`config.mk`:
```
export PLATFORM = sky130hd
export DESIGN_NAME = hidden_layer_seq
export DESIGN_NICKNAME = d
export VERILOG_FILES = /design/src/rtl/nn_pkg.sv /design/src/rtl/mac_unit.sv /design/src/rtl/hidden_layer_seq.sv
export SDC_FILE = /design/constraint.sdc
export NUM_CORES = 1
export LEC_CHECK = 0
export CELL_PAD_IN_SITES_DETAIL_PLACEMENT = 2
export CELL_PAD_IN_SITES_GLOBAL_PLACEMENT = 2
export CORE_MARGIN = 4
export CORE_UTILIZATION = 40
export DETAILED_ROUTE_END_ITERATION = 12
export PLACE_DENSITY_LB_ADDON = 0.1
export SYNTH_ARGS = -nofsm -noshare
export SYNTH_HDL_FRONTEND = slang
export SYNTH_HIERARCHICAL = 1
export SYNTH_SLANG_ARGS = --single-unit
```
`constraint.sdc`:
```
create_clock -name clk_i -period 7.4 [get_ports clk_i]
set_clock_uncertainty 0.15 [all_clocks]
set_input_delay 2.22 -clock clk_i [delete_from_list [all_inputs] [get_ports clk_i]]
set_output_delay 2.22 -clock clk_i [all_outputs]
set_load 0.005 [all_outputs]
```
`src/rtl/nn_pkg.sv`:
```
// Shared constants, FSM state type and the accumulator-to-activation conversion
// used by the hidden layer and the output neuron.
package nn_pkg;

  localparam int N_IN   = 4;
  localparam int N_HID  = 8;
  localparam int FEAT_W = 4;
  localparam int W_W    = 8;
  localparam int X_W    = 10;
  localparam int ACC_W  = 14;
  localparam int SHIFT  = 3;
  localparam int N_W    = N_IN * N_HID;
  localparam int STEP_W = 5;

  typedef enum logic {IDLE, RUN} state_t;

  // Drop the 3 extra fraction bits, then clamp to the 10-bit activation range.
  function automatic logic [X_W-1:0] sat_shift(input logic [ACC_W-1:0] acc);
    logic [ACC_W-SHIFT-1:0] v;
    v = acc[ACC_W-1:SHIFT];
    if (|v[ACC_W-SHIFT-1:X_W]) return '1;
    return v[X_W-1:0];
  endfunction

endpackage

```
`src/rtl/mac_unit.sv`:
```
// Feature x weight multiply into a registered accumulator.
// sum_o shows the accumulator value this cycle's product would produce.
module mac_unit
  import nn_pkg::*;
(
  input  logic              clk_i,
  input  logic              rst_i,
  input  logic              clr_i,
  input  logic              en_i,
  input  logic [FEAT_W-1:0] a_i,
  input  logic [W_W-1:0]    b_i,
  output logic [ACC_W-1:0]  sum_o
);

  logic [FEAT_W+W_W-1:0] prod;
  logic [ACC_W-1:0]      acc_q;

  assign prod  = a_i * b_i;
  assign sum_o = acc_q + ACC_W'(prod);

  // Clear wins over enable so a neuron's last step leaves a fresh accumulator.
  always_ff @(posedge clk_i or negedge rst_i) begin
    if (!rst_i)     acc_q <= '0;
    else if (clr_i) acc_q <= '0;
    else if (en_i)  acc_q <= sum_o;
  end

endmodule

```
`src/rtl/hidden_layer_seq.sv`:
```
// Eight hidden neurons computed one MAC per cycle over 32 steps. Results are
// staged in working registers and published together with a done pulse.
module hidden_layer_seq
  import nn_pkg::*;
(
  input  logic                  clk_i,
  input  logic                  rst_i,
  input  logic                  start_i,
  input  logic [N_IN*FEAT_W-1:0] feat_i,
  input  logic                  wr_en_i,
  input  logic [STEP_W-1:0]     wr_addr_i,
  input  logic [W_W-1:0]        wr_data_i,
  output logic                  busy_o,
  output logic                  done_o,
  output logic [X_W-1:0]        x0_o,
  output logic [X_W-1:0]        x1_o,
  output logic [X_W-1:0]        x2_o,
  output logic [X_W-1:0]        x3_o,
  output logic [X_W-1:0]        x4_o,
  output logic [X_W-1:0]        x5_o,
  output logic [X_W-1:0]        x6_o,
  output logic [X_W-1:0]        x7_o
);

  state_t                  state;
  logic [STEP_W-1:0]       step;
  logic [N_IN*FEAT_W-1:0]  feat_q;
  logic [W_W-1:0]          w_bank [N_W];
  logic [X_W-1:0]          xw     [N_HID];
  logic [X_W-1:0]          x_q    [N_HID];
  logic                    busy_q;
  logic                    done_q;

  logic [1:0]              k;
  logic [2:0]              j;
  logic                    mac_clr;
  logic                    mac_en;
  logic [FEAT_W-1:0]       mac_a;
  logic [ACC_W-1:0]        mac_sum;
  logic [X_W-1:0]          x_new;

  assign k       = step[1:0];
  assign j       = step[4:2];
  assign mac_clr = ((state == IDLE) && start_i) || ((state == RUN) && (k == 2'd3));
  assign mac_en  = (state == RUN);
  assign mac_a   = feat_q[{k, 2'b00} +: FEAT_W];
  assign x_new   = sat_shift(mac_sum);

  mac_unit u_mac (
    .clk_i (clk_i),
    .rst_i (rst_i),
    .clr_i (mac_clr),
    .en_i  (mac_en),
    .a_i   (mac_a),
    .b_i   (w_bank[step]),
    .sum_o (mac_sum)
  );

  // Writes only land while idle; a run never sees its weights change.
  always_ff @(posedge clk_i or negedge rst_i) begin
    if (!rst_i) begin
      for (int i = 0; i < N_W; i++) w_bank[i] <= '0;
    end else if ((state == IDLE) && wr_en_i) begin
      w_bank[wr_addr_i] <= wr_data_i;
    end
  end

  always_ff @(posedge clk_i or negedge rst_i) begin
    if (!rst_i) begin
      state  <= IDLE;
      step   <= '0;
      feat_q <= '0;
      busy_q <= 1'b0;
      done_q <= 1'b0;
      for (int i = 0; i < N_HID; i++) begin
        xw[i]  <= '0;
        x_q[i] <= '0;
      end
    end else begin
      done_q <= 1'b0;
      case (state)
        IDLE: begin
          if (start_i) begin
            state  <= RUN;
            busy_q <= 1'b1;
            feat_q <= feat_i;
            step   <= '0;
          end
        end
        RUN: begin
          step <= step + 5'd1;
          if (k == 2'd3) xw[j] <= x_new;
          // Neuron 7 finishes on the same edge, so it bypasses its working register.
          if (step == 5'd31) begin
            state  <= IDLE;
            busy_q <= 1'b0;
            done_q <= 1'b1;
            for (int i = 0; i < N_HID - 1; i++) x_q[i] <= xw[i];
            x_q[N_HID-1] <= x_new;
          end
        end
        default: state <= IDLE;
      endcase
    end
  end

  assign busy_o = busy_q;
  assign done_o = done_q;
  assign x0_o   = x_q[0];
  assign x1_o   = x_q[1];
  assign x2_o   = x_q[2];
  assign x3_o   = x_q[3];
  assign x4_o   = x_q[4];
  assign x5_o   = x_q[5];
  assign x6_o   = x_q[6];
  assign x7_o   = x_q[7];

endmodule

```
==> impl_metrics.json <==
{
  "clk_pin_slew_ns": 0.06,
  "slew_headroom_pct": 13.7,
  "dp.cells": 2353,
  "worstPathMaxFanout": 38,
  "endpoint_kind": "flip-flop",
  "routed.top_layer": "met4",
  "p_sw_mw": 2.86,
  "slew_viol_final": 0,
  "crit_chain": "buf_12, mux2i_1, o22ai_1, nor4_1, nand2_1, and2_1, fa_1, fa_1, inv_1, fa_1, inv_1, ha_1, and2_4, a221oi_4, nand3_2, a31oi_1, xnor2_1, buf_4, nor2_1, o21ai_0",
  "holdPathStages": 2,
  "cp_slowest_cell": "dfrtp_4",
  "grt_pass1_wl_um": 92300,
  "tightest_slew_ns": 1.29,
  "wl_met2_um": 29300,
  "antenna_left": 0,
  "r2r_cells": 20,
  "cts-buffers-inserted": 50,
  "synth_edf_count": 0,
  "arrival_ns": 7.26,
  "p_leak_nw": 11.8,
  "synthFlopType": "dfrtp_1",
  "post_cts_buffers": 0,
  "die_h_um": 236,
  "fin_crit_ns": 6.99,
  "num_rows": 83,
  "async_flop_share_pct": 100,
  "power.total_mw": 8.45,
  "crit_top_cell": "fa_1",
  "root_buffer": "clkbuf_16",
  "stdcell_count": 2443,
  "stdcell_area_um2": 24300,
  "dr.pass1.iters": 5,
  "hold_ws_ns": 0.335,
  "wire_per_inst_um": 24.1,
  "grt_pass1_vias": 15000,
  "portBuffers": 114,
  "fp.dieArea_um2": 55500,
  "reg2reg_from": "step[1]$_DFFE_PN0P_",
  "synth_most_common_cell": "dfrtp_1",
  "hold_viol_final": 0,
  "drc_errors": 0,
  "die_x_um": 236,
  "synth.cells.most_frequent": "444 x dfrtp_1, 328 x mux2_2, 134 x mux2i_1, 98 x nor2_1, 71 x a21oi_1",
  "timing.reg2reg.setup_slack_ns": 0.41,
  "place_hpwl_um": 40000,
  "hp-class": "flip-flop to flip-flop",
  "synth_cells": 1611,
  "yosys-top-cells-area": "dfrtp_1 54%, mux2_2 18%, mux2i_1 6.5%, fa_1 2.0%, o22ai_1 2.0%",
  "setup_tns_ns": 0,
  "pwr-share-seq_pct": 39.3,
  "track_usage_pct": 21.2,
  "drtIter0Drc": 679,
  "setup_viol": 0,
  "placed_area_um2": 22700,
  "ys_seq_area_share_pct": 53.6,
  "status": "complete, no violations",
  "vdd_drop_max_uv": 166,
  "area_delta_synth_final_pct": 17.4,
  "antenna_found_initial": 0,
  "cts.htree.levels": 2,
  "insertion_delay_ns": 0.59,
  "via_per_inst": 5.43,
  "cts_max_path_buffers": 3,
  "worstHoldStart": "x7_o[5]$_DFFE_PN0P_",
  "initial_core_util_pct": 40.4,
  "grt_max_degree": 144,
  "synth_top_area_cell": "dfrtp_1",
  "rsz0062_at_grt": "no",
  "min_to": "x7_o[5]$_DFFE_PN0P_",
  "crit_type": "flip-flop to flip-flop",
  "synth_fp_nets": 1690,
  "intPower_mw": 5.60,
  "clkPwrFrac_pct": 29.6,
  "dr_wl_met3_um": 1680,
  "cts_tree": "yes",
  "place_congestion": 0.774,
  "rr_endpoint": "x7_o[8]$_DFFE_PN0P_",
  "ys_warn_count": 6,
  "start_kind": "flip-flop",
  "synth_top_area_share_pct": 53.6,
  "power_frac_comb_pct": 31.1,
  "coreArea_um2": 51300,
  "required_ns": 7.67,
  "synth_area_um2": 20700,
  "diodes": 0,
  "routed-via-count": 13300,
  "routed_wl_um": 58900,
  "max_stage_delay_ns": 0.86,
  "drive_gt1_share_pct": 29.0,
  "power_density_nw_per_um2": 347,
  "grt_overflow": 0,
  "fmax_mhz": 143,
  "yosysUniqueCellTypes": 69,
  "finalCritPeriodShare_pct": 94.4,
  "routedLengthMet1_um": 26600,
  "max-cap-violations": 0,
  "io_pins": 115,
  "switching_share_pct": 33.8,
  "cts_resized": 0,
  "nets": 1804,
  "avgSynthCellArea_um2": 12.9,
  "ctsHoldBuffers": 0,
  "cts_sinks": 444,
  "ys_ff_latch": 444
}
[cell families after synthesis]
group	Yosys count	synth area share, %
flops	444	53.6
buf+inv	151	3.15
simple gates	288	8.11
fa+ha+maj	46	3.54
compound gates	191	5.64
mux	481	25.5
xor+xnor	10	0.423
[state kept, by name (all words and copies together) (netlist names), 5 cells and up]
name and flops:
x2_o 10, step 5, x0_o 10, feat_q 16, x4_o 10, x5_o 10, x3_o 10, x6_o 10
xw 70, x1_o 10, x7_o 10, w_bank 256, u_mac/acc_q 14
[worst max path at each step]
stage	cells after the start	from	endpoint
CTS	20	step[1]$_DFFE_PN0P_	x7_o[8]$_DFFE_PN0P_
global route	20	step[1]$_DFFE_PN0P_	x7_o[8]$_DFFE_PN0P_
finish	20	step[1]$_DFFE_PN0P_	x7_o[8]$_DFFE_PN0P_
detailed placement	20	step[1]$_DFFE_PN0P_	x7_o[8]$_DFFE_PN0P_
floorplan	21	step[1]$_DFFE_PN0P_	x7_o[0]$_DFFE_PN0P_
global placement	20	step[1]$_DFFE_PN0P_	x7_o[8]$_DFFE_PN0P_
[worst max-delay path, delay by kind of cell (launching register included)]
kind | cells | cell delay [ns]
compound gates | 4 | 0.87
flops | 1 | 0.86
buf+inv | 4 | 0.64
mux | 1 | 0.30
xor+xnor | 1 | 0.09
simple gates | 6 | 2.00
fa+ha+maj | 4 | 1.85
[layout make-up]
cell class,count,area (um2)
clock buffers,80,1530
multi-input cells,1016,8980
fillers,5016,27000
flip-flops and latches,444,11100
inverters,55,206
repair buffers,158,1530
clock inverters,10,129
well taps,680,851
[through the flow]
step	utilization (%)	worst slack (ns)
6_report	47.4	0.413
5_1_grt	47.4	0.0523
4_1_cts	47.4	0.376
3_5_place_dp	44.2	0.413
3_3_place_gp	44.2	0.614
2_1_floorplan	-	1.99
[layer usage]
metal | GRT usage [%] | vias up
met1 | 28.3 | 7085
met3 | 2.73 | 75
met4 | 5.36 | 0
li1 | - | 5934
met2 | 36.6 | 172
met5 | 0 | -
[layout by cell type, fill, tap and decap left out, types with 4 or more instances in the layout]
cell type / n
mux4_2: 4
ha_1: 25
xnor2_1: 8
buf_12: 4
buf_4: 40
dfrtp_1: 443
clkinv_2: 6
clkbuf_16: 51
nand4bb_1: 4
nor2_1: 97
nor2_8: 8
a21o_1: 4
mux2i_1: 134
nand2b_1: 7
nand2_1: 45
nand2_2: 16
o21ai_0: 27
nand3_1: 6
and2_1: 31
fa_1: 21
nor2_2: 10
clkbuf_1: 15
nor4_1: 16
nand3b_1: 4
nor3b_2: 4
clkdlybuf4s50_1: 113
a21oi_1: 71
inv_1: 54
or4b_1: 4
clkbuf_8: 14
mux2_2: 328
o22ai_1: 65
nor3_1: 4
mux2_1: 15
nand4b_1: 5
[power by group through the flow]
stage / clock [mW] / combinational (mW) / sequential [mW]
global route: 2.69 / 2.88 / 3.39
global placement: 0 / 2.55 / 3.33
finish: 2.50 / 2.63 / 3.32
floorplan: 0 / 1.70 / 3.15
CTS: 2.58 / 2.68 / 3.33
detailed placement: 0 / 2.65 / 3.37
(Power assumes the default switching activity.)
